File: src/rtl/ctrl_unit_pipe_pkg.sv
// Shared decode constants, encodings and helpers for the pipelined RV32I control unit.
package rv_ctrl_pkg;

  localparam logic [6:0] OP_R      = 7'b0110011;
  localparam logic [6:0] OP_I      = 7'b0010011;
  localparam logic [6:0] OP_LOAD   = 7'b0000011;
  localparam logic [6:0] OP_STORE  = 7'b0100011;
  localparam logic [6:0] OP_BRANCH = 7'b1100011;
  localparam logic [6:0] OP_JAL    = 7'b1101111;
  localparam logic [6:0] OP_JALR   = 7'b1100111;
  localparam logic [6:0] OP_LUI    = 7'b0110111;
  localparam logic [6:0] OP_AUIPC  = 7'b0010111;

  localparam logic [6:0] F7_BASE = 7'b0000000;
  localparam logic [6:0] F7_ALT  = 7'b0100000;
  localparam logic [6:0] F7_M    = 7'b0000001;

  typedef enum logic [3:0] {
    ALU_ADD   = 4'd0,
    ALU_SUB   = 4'd1,
    ALU_AND   = 4'd2,
    ALU_OR    = 4'd3,
    ALU_XOR   = 4'd4,
    ALU_SLT   = 4'd5,
    ALU_SLTU  = 4'd6,
    ALU_SLL   = 4'd7,
    ALU_SRL   = 4'd8,
    ALU_SRA   = 4'd9,
    ALU_PASSB = 4'd10
  } alu_op_e;

  typedef enum logic [2:0] {
    IMM_I = 3'b000,
    IMM_S = 3'b001,
    IMM_B = 3'b010,
    IMM_J = 3'b011,
    IMM_U = 3'b100
  } imm_src_e;

  typedef enum logic [1:0] {
    RES_ALU = 2'b00,
    RES_MEM = 2'b01,
    RES_PC4 = 2'b10,
    RES_IMM = 2'b11
  } res_src_e;

  typedef enum logic {
    MDU_IDLE = 1'b0,
    MDU_BUSY = 1'b1
  } mdu_state_e;

  typedef struct packed {
    logic     reg_write;
    logic     mem_write;
    logic     branch;
    logic     jump;
    logic     jalr;
    logic     alu_src;
    logic     mdu;
    logic     illegal;
    res_src_e result_src;
    alu_op_e  alu_ctrl;
  } ctrl_t;

  // funct7 is only allowed to be all-zero, or the alternate encoding for SUB/SRA(I).
  function automatic logic f7_ok(input logic [2:0] f3, input logic [6:0] f7);
    return (f7 == F7_BASE) || ((f7 == F7_ALT) && ((f3 == 3'b000) || (f3 == 3'b101)));
  endfunction

  function automatic alu_op_e alu_from_f3(input logic [2:0] f3, input logic alt);
    alu_op_e r;
    r = ALU_AND;
    case (f3)
      3'b000: if (alt) r = ALU_SUB; else r = ALU_ADD;
      3'b001: r = ALU_SLL;
      3'b010: r = ALU_SLT;
      3'b011: r = ALU_SLTU;
      3'b100: r = ALU_XOR;
      3'b101: if (alt) r = ALU_SRA; else r = ALU_SRL;
      3'b110: r = ALU_OR;
      default: r = ALU_AND;
    endcase
    return r;
  endfunction

endpackage

File: src/rtl/ctrl_unit_pipe_if.sv
// ID-stage instruction fields, hazard controls, E-stage control bundle and MDU handshake.
interface ctrl_unit_pipe_if #(parameter int ALUCTRL_W = 4);
  logic                 ValidD;
  logic [6:0]           OpD;
  logic [2:0]           funct3D;
  logic [6:0]           funct7D;
  logic                 StallE;
  logic                 FlushE;
  logic                 mdu_done;
  logic                 RegWriteE;
  logic                 MemWriteE;
  logic                 BranchE;
  logic                 JumpE;
  logic                 JalrE;
  logic                 ALUSrcE;
  logic                 MduE;
  logic                 IllegalE;
  logic [1:0]           ResultSrcE;
  logic [2:0]           ImmSrcD;
  logic [ALUCTRL_W-1:0] ALUControlE;
  logic                 mdu_start;
  logic [2:0]           mdu_op;
  logic                 mdu_abort;
  logic                 stall_req;

  // Pipeline/hazard side that presents instructions and consumes controls.
  modport master (
    output ValidD, OpD, funct3D, funct7D, StallE, FlushE, mdu_done,
    input  RegWriteE, MemWriteE, BranchE, JumpE, JalrE, ALUSrcE, MduE, IllegalE,
    input  ResultSrcE, ImmSrcD, ALUControlE, mdu_start, mdu_op, mdu_abort, stall_req
  );

  // Control unit side.
  modport slave (
    input  ValidD, OpD, funct3D, funct7D, StallE, FlushE, mdu_done,
    output RegWriteE, MemWriteE, BranchE, JumpE, JalrE, ALUSrcE, MduE, IllegalE,
    output ResultSrcE, ImmSrcD, ALUControlE, mdu_start, mdu_op, mdu_abort, stall_req
  );
endinterface

File: src/rtl/ctrl_unit_pipe_decode.sv
// Pure combinational RV32I(+M) decode of the ID-stage instruction into a control bundle.
module ctrl_decode
  import rv_ctrl_pkg::*;
#(
  parameter int ENABLE_M = 1
) (
  input  logic       valid,
  input  logic [6:0] op,
  input  logic [2:0] funct3,
  input  logic [6:0] funct7,
  output ctrl_t      ctrl,
  output imm_src_e   imm_src,
  output logic       is_m
);

  // Immediate format depends only on the opcode so the extender sees it even for bubbles.
  always_comb begin
    imm_src = IMM_I;
    case (op)
      OP_STORE:        imm_src = IMM_S;
      OP_BRANCH:       imm_src = IMM_B;
      OP_JAL:          imm_src = IMM_J;
      OP_LUI, OP_AUIPC: imm_src = IMM_U;
      default:         imm_src = IMM_I;
    endcase
  end

  // Control bundle; an illegal encoding raises only the illegal flag.
  always_comb begin
    ctrl = '0;
    is_m = 1'b0;
    if (valid) begin
      case (op)
        OP_R: begin
          if (funct7 == F7_M) begin
            if (ENABLE_M != 0) begin
              is_m           = 1'b1;
              ctrl.reg_write = 1'b1;
              ctrl.mdu       = 1'b1;
            end else begin
              ctrl.illegal = 1'b1;
            end
          end else if (f7_ok(funct3, funct7)) begin
            ctrl.reg_write = 1'b1;
            ctrl.alu_ctrl  = alu_from_f3(funct3, funct7 == F7_ALT);
          end else begin
            ctrl.illegal = 1'b1;
          end
        end
        OP_I: begin
          // Only the shift forms carry funct7; for the rest it is immediate data.
          if (((funct3 == 3'b001) || (funct3 == 3'b101)) && !f7_ok(funct3, funct7)) begin
            ctrl.illegal = 1'b1;
          end else begin
            ctrl.reg_write = 1'b1;
            ctrl.alu_src   = 1'b1;
            ctrl.alu_ctrl  = alu_from_f3(funct3, (funct3 == 3'b101) && (funct7 == F7_ALT));
          end
        end
        OP_LOAD: begin
          ctrl.reg_write  = 1'b1;
          ctrl.alu_src    = 1'b1;
          ctrl.result_src = RES_MEM;
        end
        OP_STORE: begin
          ctrl.mem_write = 1'b1;
          ctrl.alu_src   = 1'b1;
        end
        OP_BRANCH: begin
          ctrl.branch   = 1'b1;
          ctrl.alu_ctrl = ALU_SUB;
        end
        OP_JAL: begin
          ctrl.reg_write  = 1'b1;
          ctrl.jump       = 1'b1;
          ctrl.result_src = RES_PC4;
        end
        OP_JALR: begin
          ctrl.reg_write  = 1'b1;
          ctrl.jalr       = 1'b1;
          ctrl.alu_src    = 1'b1;
          ctrl.result_src = RES_PC4;
        end
        OP_LUI: begin
          ctrl.reg_write  = 1'b1;
          ctrl.alu_src    = 1'b1;
          ctrl.result_src = RES_IMM;
          ctrl.alu_ctrl   = ALU_PASSB;
        end
        OP_AUIPC: begin
          ctrl.reg_write = 1'b1;
          ctrl.alu_src   = 1'b1;
        end
        default: ctrl.illegal = 1'b1;
      endcase
    end
  end

endmodule

File: src/rtl/ctrl_unit_pipe.sv
// ID-stage control unit: decode, ID/EX control register with flush/stall, MDU issue FSM.
module ctrl_unit_pipe
  import rv_ctrl_pkg::*;
#(
  parameter int ENABLE_M  = 1,
  parameter int ALUCTRL_W = 4
) (
  input  logic              clk,
  input  logic              rst,
  ctrl_unit_pipe_if.slave   bus
);

  ctrl_t    dec_ctrl;
  imm_src_e dec_imm;
  logic     dec_is_m;
  logic     mdu_start_w;
  ctrl_t    ctrl_q;
  ctrl_t    ctrl_d;

  ctrl_decode #(.ENABLE_M(ENABLE_M)) u_decode (
    .valid   (bus.ValidD),
    .op      (bus.OpD),
    .funct3  (bus.funct3D),
    .funct7  (bus.funct7D),
    .ctrl    (dec_ctrl),
    .imm_src (dec_imm),
    .is_m    (dec_is_m)
  );

  assign bus.ImmSrcD = dec_imm;

  generate
    if (ENABLE_M != 0) begin : g_mdu
      mdu_state_e state_q;
      mdu_state_e state_d;

      // An M op issues only from IDLE and only when it will actually enter E.
      assign mdu_start_w   = (state_q == MDU_IDLE) & bus.ValidD & dec_is_m & ~bus.StallE & ~bus.FlushE;
      assign bus.mdu_abort = (state_q == MDU_BUSY) & bus.FlushE;
      assign bus.stall_req = (state_q == MDU_BUSY) & ~bus.mdu_done;

      // Next state: a flush kills the op even if it completes in the same cycle.
      always_comb begin
        state_d = state_q;
        case (state_q)
          MDU_IDLE: if (mdu_start_w) state_d = MDU_BUSY;
          MDU_BUSY: if (bus.FlushE || bus.mdu_done) state_d = MDU_IDLE;
          default:  state_d = MDU_IDLE;
        endcase
      end

      // FSM state register.
      always_ff @(posedge clk or posedge rst) begin
        if (rst) state_q <= MDU_IDLE;
        else     state_q <= state_d;
      end
    end else begin : g_no_mdu
      assign mdu_start_w   = 1'b0;
      assign bus.mdu_abort = 1'b0;
      assign bus.stall_req = 1'b0;
    end
  endgenerate

  assign bus.mdu_start = mdu_start_w;
  assign bus.mdu_op    = mdu_start_w ? bus.funct3D : 3'b000;

  // E-register input: flush beats stall beats load; an M op that cannot issue enters as a bubble.
  always_comb begin
    ctrl_d = dec_ctrl;
    if (bus.FlushE)                    ctrl_d = '0;
    else if (bus.StallE)               ctrl_d = ctrl_q;
    else if (dec_is_m && !mdu_start_w) ctrl_d = '0;
  end

  // ID/EX control register.
  always_ff @(posedge clk or posedge rst) begin
    if (rst) ctrl_q <= '0;
    else     ctrl_q <= ctrl_d;
  end

  assign bus.RegWriteE   = ctrl_q.reg_write;
  assign bus.MemWriteE   = ctrl_q.mem_write;
  assign bus.BranchE     = ctrl_q.branch;
  assign bus.JumpE       = ctrl_q.jump;
  assign bus.JalrE       = ctrl_q.jalr;
  assign bus.ALUSrcE     = ctrl_q.alu_src;
  assign bus.MduE        = ctrl_q.mdu;
  assign bus.IllegalE    = ctrl_q.illegal;
  assign bus.ResultSrcE  = ctrl_q.result_src;
  assign bus.ALUControlE = ALUCTRL_W'(ctrl_q.alu_ctrl);

endmodule

File: src/flat_wrapper.sv
// flat-port wrapper written by rule: the top's interface ports become plain ports
module ctrl_unit_pipe_flat import rv_ctrl_pkg::*;
#(
  parameter int ENABLE_M  = 1,
  parameter int ALUCTRL_W = 4
)
  (clk, rst, bus_ValidD, bus_OpD, bus_funct3D, bus_funct7D, bus_StallE, bus_FlushE, bus_mdu_done, bus_RegWriteE, bus_MemWriteE, bus_BranchE, bus_JumpE, bus_JalrE, bus_ALUSrcE, bus_MduE, bus_IllegalE, bus_ResultSrcE, bus_ImmSrcD, bus_ALUControlE, bus_mdu_start, bus_mdu_op, bus_mdu_abort, bus_stall_req);
  ctrl_unit_pipe_if #(.ALUCTRL_W(ALUCTRL_W)) bus_i ();
  input  logic clk;
  input  logic rst;
  input wire logic [$bits(bus_i.ValidD)-1:0] bus_ValidD;
  input wire logic [$bits(bus_i.OpD)-1:0] bus_OpD;
  input wire logic [$bits(bus_i.funct3D)-1:0] bus_funct3D;
  input wire logic [$bits(bus_i.funct7D)-1:0] bus_funct7D;
  input wire logic [$bits(bus_i.StallE)-1:0] bus_StallE;
  input wire logic [$bits(bus_i.FlushE)-1:0] bus_FlushE;
  input wire logic [$bits(bus_i.mdu_done)-1:0] bus_mdu_done;
  output wire logic [$bits(bus_i.RegWriteE)-1:0] bus_RegWriteE;
  output wire logic [$bits(bus_i.MemWriteE)-1:0] bus_MemWriteE;
  output wire logic [$bits(bus_i.BranchE)-1:0] bus_BranchE;
  output wire logic [$bits(bus_i.JumpE)-1:0] bus_JumpE;
  output wire logic [$bits(bus_i.JalrE)-1:0] bus_JalrE;
  output wire logic [$bits(bus_i.ALUSrcE)-1:0] bus_ALUSrcE;
  output wire logic [$bits(bus_i.MduE)-1:0] bus_MduE;
  output wire logic [$bits(bus_i.IllegalE)-1:0] bus_IllegalE;
  output wire logic [$bits(bus_i.ResultSrcE)-1:0] bus_ResultSrcE;
  output wire logic [$bits(bus_i.ImmSrcD)-1:0] bus_ImmSrcD;
  output wire logic [$bits(bus_i.ALUControlE)-1:0] bus_ALUControlE;
  output wire logic [$bits(bus_i.mdu_start)-1:0] bus_mdu_start;
  output wire logic [$bits(bus_i.mdu_op)-1:0] bus_mdu_op;
  output wire logic [$bits(bus_i.mdu_abort)-1:0] bus_mdu_abort;
  output wire logic [$bits(bus_i.stall_req)-1:0] bus_stall_req;
  assign bus_i.ValidD = bus_ValidD;
  assign bus_i.OpD = bus_OpD;
  assign bus_i.funct3D = bus_funct3D;
  assign bus_i.funct7D = bus_funct7D;
  assign bus_i.StallE = bus_StallE;
  assign bus_i.FlushE = bus_FlushE;
  assign bus_i.mdu_done = bus_mdu_done;
  assign bus_RegWriteE = bus_i.RegWriteE;
  assign bus_MemWriteE = bus_i.MemWriteE;
  assign bus_BranchE = bus_i.BranchE;
  assign bus_JumpE = bus_i.JumpE;
  assign bus_JalrE = bus_i.JalrE;
  assign bus_ALUSrcE = bus_i.ALUSrcE;
  assign bus_MduE = bus_i.MduE;
  assign bus_IllegalE = bus_i.IllegalE;
  assign bus_ResultSrcE = bus_i.ResultSrcE;
  assign bus_ImmSrcD = bus_i.ImmSrcD;
  assign bus_ALUControlE = bus_i.ALUControlE;
  assign bus_mdu_start = bus_i.mdu_start;
  assign bus_mdu_op = bus_i.mdu_op;
  assign bus_mdu_abort = bus_i.mdu_abort;
  assign bus_stall_req = bus_i.stall_req;
  ctrl_unit_pipe #(.ENABLE_M(ENABLE_M), .ALUCTRL_W(ALUCTRL_W)) u_core (.clk(clk), .rst(rst), .bus(bus_i));
endmodule
File: config.mk
export PLATFORM = sky130hd
export DESIGN_NAME = ctrl_unit_pipe_flat
export DESIGN_NICKNAME = d
export VERILOG_FILES = /design/src/rtl/ctrl_unit_pipe_pkg.sv /design/src/rtl/ctrl_unit_pipe_if.sv /design/src/rtl/ctrl_unit_pipe_decode.sv /design/src/rtl/ctrl_unit_pipe.sv /design/src/flat_wrapper.sv
export SDC_FILE = /design/constraint.sdc
export NUM_CORES = 1
export LEC_CHECK = 0
export CAP_MARGIN = 20
export CORE_MARGIN = 2
export CORE_UTILIZATION = 45
export DETAILED_ROUTE_END_ITERATION = 10
export PLACE_DENSITY_LB_ADDON = 0.12
export SYNTH_ARGS = -nofsm -noshare
export SYNTH_HDL_FRONTEND = slang
export SYNTH_SLANG_ARGS = --single-unit
File: constraint.sdc
create_clock -name clk -period 4.7 [get_ports clk]
set_input_delay 0.705 -clock clk [delete_from_list [all_inputs] [get_ports clk]]
set_output_delay 0.705 -clock clk [all_outputs]
set_load 0.1 [all_outputs]
* Word-level counts from Yosys, hierarchy flattened
Cells that the tools add are included.
** Word-level totals
- Output and inout port bits :: 23
- Bits in registers :: 15
- Logic and storage cells :: 92
- Input port bits :: 23
** Operators by class
- Mux-type cells :: 36
- Reduce and logical (&&, ||, !) cells :: 17
- Bitwise logic cells :: 10
- Eq/ne operators :: 18
** Operator list (number)
- $mux W14 :: 4
- $pmux W4 S7 :: 2
- $eq A7 B6 Y1 const B :: 4
- $eq A7 B7 Y1 const B :: 3
- $mux W1 :: 19
- $pmux W4 S4 :: 1
- $eq A7 B5 Y1 const B :: 2
- $mux W4 :: 3
- $pmux W3 S4 :: 1
- $reduce_or A5 Y1 :: 2
- $eq A3 B3 Y1 const B :: 3
- $eq A7 B1 Y1 const B :: 1
- $eq A7 B2 Y1 const B :: 1
- $logic_not A7 Y1 :: 1
- $reduce_or A7 Y1 :: 1
- $and A1 B1 Y1 :: 6
- $eq A3 B2 Y1 const B :: 2
- $pmux W1 S3 :: 2
- $pmux W2 S3 :: 1
- $logic_and A1 B1 Y1 :: 4
- $logic_or A1 B1 Y1 :: 4
- $not A1 Y1 :: 4
- $pmux W1 S2 :: 2
- $reduce_or A2 Y1 :: 2
- 5 further kinds :: 6

* Longest topological paths before layout
- Depth after elaboration :: 12
- Depth in mapped cells :: 7
- Depth with buffers taken out :: 5

* Cells and area by module
From an unflattened synthesis, not the netlist that was laid out.
** Unflattened totals
- Cell total of the unflattened synthesis :: 135
- Area total of the unflattened synthesis :: 1192.4 µm²
** By module, submodules not included
- ctrl_unit_pipe :: times used 1, cells an instance 43, area an instance 641.9 µm²
- ctrl_decode :: times used 1, cells an instance 92, area an instance 550.5 µm²

* Worst setup path before layout
No wires, ideal clock.
- Kind :: in2out
- From :: in bus_funct7D[3]
- To :: out bus_mdu_op[0]
- Data arrival time :: 4999 ps
- Path slack :: -1004 ps
- Stages on the path :: 4
- Buffers on the path :: 0
- Required time :: 3995 ps
- Cells stage by stage :: or4_4 -> nor3_1 -> nor3b_1 -> and2_1
** Between the ends
- Longest elaborated chain between the ends :: 8
** Ends and longest elaborated chain
- start: declaration :: RTL line flat_wrapper.sv:14 : input wire logic [$bits(bus_i.funct7D)-1:0] bus_funct7D;
- $eq A7 B1 Y1 :: RTL line ctrl_unit_pipe_decode.sv:35 : if (funct7 == F7_M) begin
- $mux W1 :: RTL line ctrl_unit_pipe_decode.sv:35
- $mux W1 :: RTL line ctrl_unit_pipe_decode.sv:33 : case (op)
- $mux W1 :: RTL line ctrl_unit_pipe_decode.sv:32 : if (valid) begin
- $and A1 B1 Y1 (3 in a row) :: RTL line ctrl_unit_pipe.sv:38 : assign mdu_start_w = (state_q == MDU_IDLE) & bus.ValidD & dec_is_m & ~bus.StallE & ~bus.FlushE;
- via bus_mdu_start :: RTL line flat_wrapper.sv:29 : output wire logic [$bits(bus_i.mdu_start)-1:0] bus_mdu_start;
- $mux W3 :: RTL line ctrl_unit_pipe.sv:65 : assign bus.mdu_op = mdu_start_w ? bus.funct3D : 3'b000;
- end: declaration :: RTL line flat_wrapper.sv:30 : output wire logic [$bits(bus_i.mdu_op)-1:0] bus_mdu_op;
The timed path passes the listed nets, and every way through them passes these cells.

* Worst setup path after layout
- From :: in bus_funct7D[3]
- To :: out bus_mdu_op[1]
** Between the ends
- Longest elaborated chain between the ends :: 8
** Ends and longest elaborated chain (RTL line)
- $eq A7 B1 Y1 :: ctrl_unit_pipe_decode.sv:35
- $mux W1 :: ctrl_unit_pipe_decode.sv:35
- $mux W1 :: ctrl_unit_pipe_decode.sv:33
- $mux W1 :: ctrl_unit_pipe_decode.sv:32
- $and A1 B1 Y1 (3 in a row) :: ctrl_unit_pipe.sv:38
- $mux W3 :: ctrl_unit_pipe.sv:65
No other way between the ends.

==> metrics <==
Register Area=375 sq um; Final setup violation count=0; setup bufs post-CTS=0; Clk Latency, worst-skew pair=280 ps; Die X=52.3 um; I/O Buffers=45; ANT nets after route=0; Final Hold Fails=0; die extent in y=52.3 um; Slew Limit Fails=0; TritonCTS Buffers=3; Critical Path Source Type=input pin; Logic pwr share=23.9%; kind of critical path=in -> out; H-tree level count=1; drt first pass iters=4; Critical Path End Type=output pin; Pint=190 uW; Post-Syn Instances=129; CTS tree=yes; compound-gate portion of the synthesized area=26.1%; Inserted Diodes=0; first-pass GRT wire length=4720 um; Max-slew headroom=34.1%; pwr/cell area=180 nW/um^2; Yosys cell types=36; Net Count, Synth=152; Resized Gates After CTS=0; commonest non-fill, non-tap cell in the layout=clkdlybuf4s50_1; Clock Skew=6.10 ps; Synth Register Bits=15; CP max stage delay=560 ps; status=finished clean; I/O pin count=46; vias in the first global route=1057; minimum clock period=3660 ps; Ys Warns=0; Final #Nets=195; largest net degree at the start of global routing=17; Post-Syn Area per Cell=8.14 sq um; CP Buf/Inv Count=2; Clock Tree Root=clkbuf_4; DP HPWL=2230 um; die area=2740 sq um; gpl congestion=0.844; Leak=0.661 nW; routed len/inst=14.3 um; share of cells above drive strength 1=9.36%; Rows=17; Sw Share=30.9%; worst-path fanout max=6; Fillers=211; CTS sink count=15; Top Family by Delay on Critical Path=simple AND/OR/NAND/NOR gates; share of power burned in registers=47.4%; Layout Utilization=69.1%; Clk pin slew, worst setup/hold paths=100 ps; Area Overhead vs Synth=45.6%; routed wire length=2860 um; Congestion Overflow GR=0; area share of fa/ha/maj cells after synthesis=0%; Starting Density=47.5%; P_sw=85.0 uW; xor/xnor share of the synthesized area=1.67%; Detailed Route Iter0 Violations=23; Max-Cap Viols=0; slowest cell on the critical path=or4_4; CTS Buffer Depth=2; worst min-delay path class=reg -> reg; Tcrit/Tclk final=78.0%; Post-Synth Simple-Gate Area=30.4%; commonest non-fill, non-tap cells in the layout=38 x clkdlybuf4s50_1, 16 x nand2_1, 15 x dfrtp_1; synthesized cell area=1050 sq um; Post-CTS Hold Fix Bufs=0; RSZ-0062 raised after global routing=false; Max Clk Rate=0.273 GHz; multi-input logic area=626 sq um; routed via count=1120; initial antenna violation count=0; ordered cell list for the critical path=clkdlybuf4s50_1 -> or4_4 -> nor3_1 -> nor3b_2 -> and2_1 -> buf_4; Worst VDD drop=0.132 mV; clock share of power=28.7%; routed vias/inst=5.63; Worst-Margin Slew=984 ps; setup TNS=0 ps; Total GRT Usage=23.1%; Seq/Total Area, Yosys=35.8%; largest family of logic cells by synthesized area=simple AND/OR/NAND/NOR gates; WP data arrival=2960 ps; Data required, critical path=3990 ps; multiplexer share of the synthesized area=0.954%; core area=2210 sq um; reg-to-reg slack, setup=3050 ps; Residual DRC=0
[per-stage QoR]
step	cell area [sq um]	setup slack, ps	hold WS [ps]	total power, mW	instances
final	1530	1040	485	0.275	199
after global routing	1530	894	530	0.288	199
after CTS	1530	1050	488	0.275	199
after detailed placement	1500	1090	465	0.198	195
after global placement	1500	1170	451	0.196	195
after floorplan	1050	154	606	0.168	129
[synth_stat cells]
master	instances	area share (%)
nand3b_1	2	1.4
xnor2_1	1	0.83
a32oi_1	1	0.83
o21ai_0	4	1.9
a31oi_1	3	1.8
a22o_1	4	3.3
nor3_1	6	2.9
o31ai_1	3	2.1
o211ai_1	3	2.1
mux2i_1	1	0.95
nor2b_1	3	1.8
and3b_1	1	0.83
and3_1	4	2.4
a21oi_1	5	2.4
a211oi_1	5	3.6
clkbuf_1	7	2.5
nand2_1	16	5.7
nand2b_1	3	1.8
nor3b_1	1	0.72
buf_2	1	0.48
or4_4	1	1.1
and3_4	1	1.1
a32o_1	3	2.9
a21o_1	4	2.9
and2_1	4	2.4
nand3_1	5	2.4
dfrtp_1	15	36
a2111oi_0	1	0.83
nand4_1	3	1.8
or2_2	1	0.60
nor2_1	6	2.1
a22oi_1	1	0.72
or4_1	2	1.4
xor2_1	1	0.83
inv_1	6	2.1
o21a_1	1	0.72
[power groups by stage]
stage               Clock (mW)  Sequential, mW  Combinational [mW]
finish                  0.0790           0.130              0.0658
CTS                     0.0795           0.130              0.0655
detailed placement           0           0.133              0.0651
global placement             0           0.133              0.0637
floorplan                    0           0.138              0.0300
global route            0.0861           0.130              0.0718
[layer usage]
metal / global-route usage (%) / up-vias / wire length (um)
met5: 0 / - / 0
met4: 6.84 / 0 / 27
met3: 3.14 / 2 / 98
met2: 41.0 / 26 / 1430
met1: 28.5 / 527 / 1300
li1: - / 565 / -
[cell families after synthesis]
group	after synthesis
DFF	15
AOI/OAI and AO/OA	38
buffers and inverters	14
and+or+nand+nor	59
xor gates and xnor gates	2
muxes	1
[worst reg2reg max path, cell delays in order (launching register included)]
cell     delay [ps]
dfrtp_1         460
a31oi_1         730
a32o_1          300
a21o_1           90
[state kept, by name, summed over array words and instances (netlist names)]
name and flops:
u_core.bus.ALUControlE 4, u_core.bus.ResultSrcE 2, u_core.bus.ALUSrcE 1, u_core.bus.BranchE 1, u_core.bus.IllegalE 1, u_core.bus.JalrE 1
u_core.bus.JumpE 1, u_core.bus.MduE 1, u_core.bus.MemWriteE 1, u_core.bus.RegWriteE 1, u_core.g_mdu.state_q 1
[cell type report]
cell class,instances,area share (%)
Sequential cell,15,24.5
Timing Repair Buffer,46,28.8
Multi-Input combinational cell,100,40.9
Clock buffer,3,1.47
Clock inverter,1,0.491
Tap cell,28,2.29
Inverter,6,1.47
[worst paths after layout]
check	from	end	cells after the start
min in group asynchronous	rst	u_core.bus.ALUControlE[1]	2
hold reg to reg	u_core.bus.JumpE	u_core.bus.JumpE	2
setup reg to reg	u_core.g_mdu.state_q	u_core.bus.ALUControlE[0]	3
setup / recovery	bus_funct7D[3]	bus_mdu_op[1]	6
max in group asynchronous	rst	u_core.bus.JalrE	2
hold / removal	u_core.bus.JumpE	u_core.bus.JumpE	2
(Power assumes the default switching activity.)
